### config.mk
export PLATFORM = sky130hd
export DESIGN_NAME = floor_button_input_flat
export DESIGN_NICKNAME = d
export VERILOG_FILES = /design/src/rtl/elevator_pkg.sv /design/src/rtl/floor_button_input_if.sv /design/src/rtl/floor_button_input_debounce.sv /design/src/rtl/floor_button_input.sv /design/src/flat_wrapper.sv
export SDC_FILE = /design/constraint.sdc
export NUM_CORES = 1
export LEC_CHECK = 0
export ABC_CLOCK_PERIOD_IN_PS = 3700
export BUFFER_PORTS_ARGS = -buffer_cell sky130_fd_sc_hd__clkbuf_2
export CAP_MARGIN = 20
export CORE_MARGIN = 8
export CORE_UTILIZATION = 60
export DETAILED_ROUTE_END_ITERATION = 7
export PLACE_DENSITY_LB_ADDON = 0.05
export SETUP_SLACK_MARGIN = 0.3
export SLEW_MARGIN = 20
export SYNTH_ARGS = -nofsm -noshare
export SYNTH_HDL_FRONTEND = slang
export SYNTH_HIERARCHICAL = 1
export SYNTH_SLANG_ARGS = --single-unit
export TNS_END_PERCENT = 30
### constraint.sdc
create_clock -name ck -period 3.7 [get_ports ck]
set_clock_uncertainty 0.05 [all_clocks]
set_input_delay 0.37 -clock ck [delete_from_list [all_inputs] [get_ports ck]]
set_output_delay 0.37 -clock ck [all_outputs]
set_load 0.02 [all_outputs]
### src/rtl/elevator_pkg.sv
// Shared elevator types and defaults: floor index type, default sizing and
// the lowest-set-bit helper used to pick which pending request to report.
package elevator_pkg;

    localparam int N_FLOOR_DEF    = 8;
    localparam int DEB_CYCLES_DEF = 4;

    typedef logic [3:0] floor_idx_t;

    localparam floor_idx_t FLOOR_NONE = 4'hF;

    // Returns FLOOR_NONE for an empty mask; callers gate with |mask because 15 is also a real floor.
    function automatic floor_idx_t lowest_set(input logic [15:0] mask);
        floor_idx_t idx;
        idx = FLOOR_NONE;
        for (int i = 15; i >= 0; i--) begin
            if (mask[i]) begin
                idx = floor_idx_t'(i);
            end
        end
        return idx;
    endfunction

endpackage

### src/rtl/floor_button_input_if.sv
// Valid/ready channel that carries newly pressed floors to the controller.
interface floor_req_if;
    import elevator_pkg::*;

    logic       req_valid;
    floor_idx_t req_floor;
    logic       req_ready;

    modport master (output req_valid, output req_floor, input req_ready);
    modport slave  (input req_valid, input req_floor, output req_ready);

endinterface

### src/rtl/floor_button_input_debounce.sv
// Per-button 2-flop synchroniser and stable-count debouncer; o_rise marks the
// cycle on which the debounced level is about to go 0->1.
module btn_debounce
    import elevator_pkg::*;
#(
    parameter int DEB_CYCLES = DEB_CYCLES_DEF,
    parameter int CNT_W      = 8
) (
    input  logic ck,
    input  logic rst_n,
    input  logic i_raw,
    output logic o_deb,
    output logic o_rise
);

    localparam logic [CNT_W-1:0] CNT_TC = CNT_W'(DEB_CYCLES - 1);

    logic             r_s1;
    logic             r_s2;
    logic             r_deb;
    logic [CNT_W-1:0] r_cnt;
    logic             w_tc;

    assign w_tc = (r_cnt == CNT_TC);

    always_ff @(posedge ck or negedge rst_n) begin
        if (!rst_n) begin
            r_s1  <= 1'b0;
            r_s2  <= 1'b0;
            r_deb <= 1'b0;
            r_cnt <= '0;
        end else begin
            r_s1 <= i_raw;
            r_s2 <= r_s1;
            if (r_s2 == r_deb) begin
                r_cnt <= '0;
            end else if (w_tc) begin
                r_deb <= r_s2;
                r_cnt <= '0;
            end else begin
                r_cnt <= r_cnt + 1'b1;
            end
        end
    end

    // Decoded from the counter so the consumer can act on the same edge deb flips.
    assign o_rise = r_s2 & ~r_deb & w_tc;
    assign o_deb  = r_deb;

endmodule

### src/rtl/floor_button_input.sv
// Floor button front end: debounced presses latch per-floor requests, arrivals
// clear them, new presses are reported lowest-first. Option: BTN_CANCEL_EN.
module floor_button_input
    import elevator_pkg::*;
#(
    parameter int N_FLOOR    = N_FLOOR_DEF,
    parameter int DEB_CYCLES = DEB_CYCLES_DEF,
    parameter int CNT_W      = 8
) (
    input  logic               ck,
    input  logic               rst_n,
    input  logic [N_FLOOR-1:0] btn_raw,
    input  floor_idx_t         floor,
    input  logic               arrive,
    output logic [N_FLOOR-1:0] floor_btn,
    floor_req_if.master        req
);

    logic [N_FLOOR-1:0] w_deb;
    logic [N_FLOOR-1:0] w_rise;
    logic [N_FLOOR-1:0] w_press;
    logic [N_FLOOR-1:0] r_floor_btn;
    logic [N_FLOOR-1:0] r_new;
    logic [N_FLOOR-1:0] w_btn_nxt;
    logic [N_FLOOR-1:0] w_new_nxt;
    floor_idx_t         w_lowest;

    for (genvar g = 0; g < N_FLOOR; g++) begin : g_btn
        btn_debounce #(
            .DEB_CYCLES (DEB_CYCLES),
            .CNT_W      (CNT_W)
        ) u_deb (
            .ck     (ck),
            .rst_n  (rst_n),
            .i_raw  (btn_raw[g]),
            .o_deb  (w_deb[g]),
            .o_rise (w_rise[g])
        );
    end

    assign w_press = w_rise & ~w_deb;

    always_comb begin
        w_btn_nxt = r_floor_btn;
        w_new_nxt = r_new;
        if (req.req_valid && req.req_ready) begin
            for (int i = 0; i < N_FLOOR; i++) begin
                if (req.req_floor == 4'(i)) begin
                    w_new_nxt[i] = 1'b0;
                end
            end
        end
        // Out-of-range arrival floors match no bit and so change nothing.
        for (int i = 0; i < N_FLOOR; i++) begin
            if (arrive && (floor == 4'(i))) begin
                w_btn_nxt[i] = 1'b0;
                w_new_nxt[i] = 1'b0;
            end else if (w_press[i]) begin
`ifdef BTN_CANCEL_EN
                if (r_floor_btn[i]) begin
                    w_btn_nxt[i] = 1'b0;
                    w_new_nxt[i] = 1'b0;
                end else begin
                    w_btn_nxt[i] = 1'b1;
                    w_new_nxt[i] = 1'b1;
                end
`else
                if (!r_floor_btn[i]) begin
                    w_btn_nxt[i] = 1'b1;
                    w_new_nxt[i] = 1'b1;
                end
`endif
            end
        end
    end

    assign w_lowest = lowest_set(16'(w_new_nxt));

    always_ff @(posedge ck or negedge rst_n) begin
        if (!rst_n) begin
            r_floor_btn   <= '0;
            r_new         <= '0;
            req.req_valid <= 1'b0;
            req.req_floor <= '0;
        end else begin
            r_floor_btn   <= w_btn_nxt;
            r_new         <= w_new_nxt;
            req.req_valid <= |w_new_nxt;
            req.req_floor <= (|w_new_nxt) ? w_lowest : '0;
        end
    end

    assign floor_btn = r_floor_btn;

endmodule

### src/flat_wrapper.sv
// flat-port wrapper written by rule: the top's interface ports become plain ports
module floor_button_input_flat import elevator_pkg::*;
#(
    parameter int N_FLOOR    = N_FLOOR_DEF,
    parameter int DEB_CYCLES = DEB_CYCLES_DEF,
    parameter int CNT_W      = 8
)
  (ck, rst_n, btn_raw, floor, arrive, floor_btn, req_req_valid, req_req_floor, req_req_ready);
  floor_req_if req_i ();
  input  logic ck;
  input  logic rst_n;
  input  logic [N_FLOOR-1:0] btn_raw;
  input  floor_idx_t floor;
  input  logic arrive;
  output logic [N_FLOOR-1:0] floor_btn;
  output wire logic [$bits(req_i.req_valid)-1:0] req_req_valid;
  output wire logic [$bits(req_i.req_floor)-1:0] req_req_floor;
  input wire logic [$bits(req_i.req_ready)-1:0] req_req_ready;
  assign req_req_valid = req_i.req_valid;
  assign req_req_floor = req_i.req_floor;
  assign req_i.req_ready = req_req_ready;
  floor_button_input #(.N_FLOOR(N_FLOOR), .DEB_CYCLES(DEB_CYCLES), .CNT_W(CNT_W)) u_core (.ck(ck), .rst_n(rst_n), .btn_raw(btn_raw), .floor(floor), .arrive(arrive), .floor_btn(floor_btn), .req(req_i));
endmodule
==> out/summary.txt <==
top post-synthesis cells by count - 109 x dfrtp_1, 38 x inv_1, 37 x a21oi_1
TritonCTS clock tree - done
syn nets - 526
clock slew seen by the registers of the worst setup and hold paths - 100 ps
initial antenna violation count - 0
post-DP HPWL - 7020 um
pwr dens - 596 nW/um2
crit path kind - flip-flop to flip-flop
worst-case clock buffer depth - 2
WL met1 - 4290 um
Critical-path top delay cell - or4_4
P_leak - 2.49 nW
delay-heaviest family, CP - simple AND/OR/NAND/NOR gates
top-count cell post-synth - dfrtp_1
sequential area share after synthesis - 51.3%
maximum vdd drop - 0.000343 V
Final Util - 66.1%
CTS Sinks - 109
Final GP Congestion - 0.784
Post-Synthesis Mean Instance Area - 10.9 um2
Buf+Inv Stages, Crit Path - 0
RSZ-0062 raised after global routing - false
CP Launch Type - flip-flop
Avg Vias per Cell - 5.84
Seq cells post-synth - 109
Peak Freq - 333 MHz
Rows - 34
Synth area leader - dfrtp_1
crit share post-route - 81.2%
WL final - 9580 um
die area - 12100 um2
diode count - 0
# resized after CTS - 0
I/O pin count - 29
Post-synth EDFFs - 0
Die Ht - 110 um
HP Class - primary input to async pin
share of flip-flops with an asynchronous set or reset - 100%
Port-buffer cells - 28
largest net degree at the start of global routing - 65
dominant synthesized flop cell - dfrtp_1
first-pass GRT wire length - 16600 um
Global Route Usage Sum - 17.2%
Starting Density - 61.3%
normalized max-slew margin - 48.3%
drt first-iter violations - 134
TNS Setup - 0 ps
H-tree depth - 3
synthesized area - 5320 um2
share of the synthesized area in the top cell type - 51.3%
status - complete, no violations
Syn Inst Count - 486
met2 WL - 4850 um
Post-CTS Setup Bufs - 0
Avg WL per Cell - 15.3 um
crit-path max FO - 5
vias in the first global route - 3595
Crit path largest cell delay - 580 ps
total CTS buffers - 9
Die X-Extent - 110 um
max-slew violation count - 0
TritonRoute pass-1 iters - 4
share of cells above drive strength 1 - 16.9%
DR vias - 3669
Skew-Pair Late Insertion Delay - 360 ps
fill count - 714
WP data required - 3900 ps
Critical Path End Type - flip-flop
antenna-violating nets left - 0
DRC Markers - 0
top sig layer - met4
crit path time final - 3000 ps
Hold-fix buffers, CTS - 0
area of the core - 8680 um2
grt total ovfl - 0
final setup violating endpoints - 0
most frequent CP cell - and2_1
CP arrival - 3210 ps
Nets - 556
Root Driver - clkbuf_8
post-synthesis cell type count - 46
synth warn - 6
crit-path cells - or4_4, nor4_2, and2_1, or3b_2, a22oi_1, and2_1, nand2b_1, and3b_2
Met3 Wirelength - 332 um
Synth area leaders - dfrtp_1 51%, ha_1 5.6%, a21oi_1 3.5%
area growth from synthesis to layout - 7.81%
Worst-Margin Slew - 775 ps
max cap viols - 0
Hold Vio Cnt, Final - 0
## final cells by class
class / instances / area, um2 / share of cell area, %
Clock buffer: 9 / 124 / 2.16
Tap cell: 108 / 135 / 2.36
Clock inverter: 6 / 63.8 / 1.11
Inverter: 39 / 146 / 2.55
Timing Repair Buffer: 30 / 158 / 2.75
Sequential cell: 109 / 2730 / 47.6
Multi-Input combinational cell: 327 / 2380 / 41.5
## logic make-up (layout without fill, tap and decap cells)
group | after synthesis | after routing | share of synthesized area, %
multiplexers | 8 | 8 | 1.69
buffers and inverters | 50 | 84 | 3.97
adder cells (fa/ha/maj) | 24 | 24 | 5.64
flip-flops | 109 | 109 | 51.3
other | 1 | 1 | 0.0705
XOR/XNOR | 24 | 24 | 3.95
AO/OA/AOI/OAI | 80 | 80 | 8.44
AND/OR/NAND/NOR | 190 | 190 | 25.0
## metal layers
layer | vias to the layer above | global-route usage [%]
met2 | 51 | 28.9
met4 | 0 | 7.04
met1 | 1822 | 21.2
li1 | 1786 | -
met3 | 10 | 3.72
met5 | - | 0
## stage by stage
stage | hold WS (ps) | setup WS, ps | instance area (um2) | total power (W) | instances
5_1_grt | 26.2 | 560 | 5740 | 0.00366 | 628
3_5_place_dp | 285 | 719 | 5550 | 0.00276 | 613
6_report | 34.7 | 697 | 5740 | 0.00342 | 628
2_1_floorplan | 24.4 | 976 | 5320 | 0.00245 | 486
4_1_cts | 27.0 | 684 | 5740 | 0.00347 | 628
3_3_place_gp | 283 | 872 | 5550 | 0.00272 | 613
## worst paths after layout
check	startpoint	to	slack, ps	cells past startpoint
max	u_core/g_btn[0].u_deb/r_cnt[4]$_DFF_PN0_	u_core/req.req_floor[2]$_DFF_PN0_	700	8
min	rst_n	u_core/g_btn[3].u_deb/r_cnt[4]$_DFF_PN0_	30	1
max reg2reg	u_core/g_btn[0].u_deb/r_cnt[4]$_DFF_PN0_	u_core/req.req_floor[2]$_DFF_PN0_	700	8
min reg2reg	u_core/g_btn[3].u_deb/r_s1$_DFF_PN0_	u_core/g_btn[3].u_deb/r_s2$_DFF_PN0_	310	0
max in group asynchronous	rst_n	u_core/g_btn[6].u_deb/r_cnt[4]$_DFF_PN0_	2730	2
min in group ck	btn_raw[0]	u_core/g_btn[0].u_deb/r_s1$_DFF_PN0_	50	1
## registers in the layout, indices dropped and copies added (netlist names)
register / count
u_core/g_btn.u_deb/r_cnt: 64
u_core/floor_btn: 8
u_core/g_btn.u_deb/o_deb: 8
u_core/g_btn.u_deb/r_s1: 8
u_core/g_btn.u_deb/r_s2: 8
u_core/r_new: 8
u_core/req.req_floor: 4
u_core/req.req_valid: 1
## placed cells by master, fill, tap and decap left out, types with 2 or more instances in the layout
| master | Yosys | routed |
|---|---|---|
| ha_1 | 24 | 24 |
| or4_4 | 10 | 10 |
| dfrtp_1 | 109 | 109 |
| xnor2_1 | 8 | 8 |
| nor2_1 | 24 | 24 |
| clkbuf_8 | 2 | 9 |
| and2_1 | 9 | 9 |
| a21oi_1 | 37 | 37 |
| nor3_1 | 17 | 17 |
| a22oi_1 | 2 | 2 |
| a31oi_1 | 3 | 3 |
| o21a_1 | 2 | 2 |
| buf_4 | 1 | 3 |
| or2_2 | 8 | 8 |
| inv_1 | 38 | 38 |
| nor4_2 | 8 | 8 |
| nor3b_2 | 2 | 2 |
| or3_1 | 24 | 24 |
| nor3b_1 | 11 | 11 |
| nand3_1 | 35 | 35 |
| nand3b_1 | 2 | 2 |
| nand4_1 | 10 | 10 |
| xor2_1 | 16 | 16 |
| nand2_1 | 10 | 10 |
| nor2b_1 | 2 | 2 |
| o21ai_0 | 25 | 25 |
| mux2_1 | 8 | 8 |
| o31ai_1 | 3 | 3 |
| clkinvlp_4 | 0 | 2 |
| nor4_4 | 8 | 8 |
| a32oi_1 | 2 | 2 |
| clkbuf_2 | 0 | 27 |
| clkinv_2 | 0 | 2 |
| a2bb2oi_1 | 2 | 2 |
| and3b_2 | 3 | 3 |
## power by group
group | internal, W | switching (W)
clock network | 0.000309 | 0.000380
registers | 0.00142 | 0.000256
logic | 0.000441 | 0.000608
total | 0.00217 | 0.00124
No activity file was read; power rests on OpenSTA's default activity.
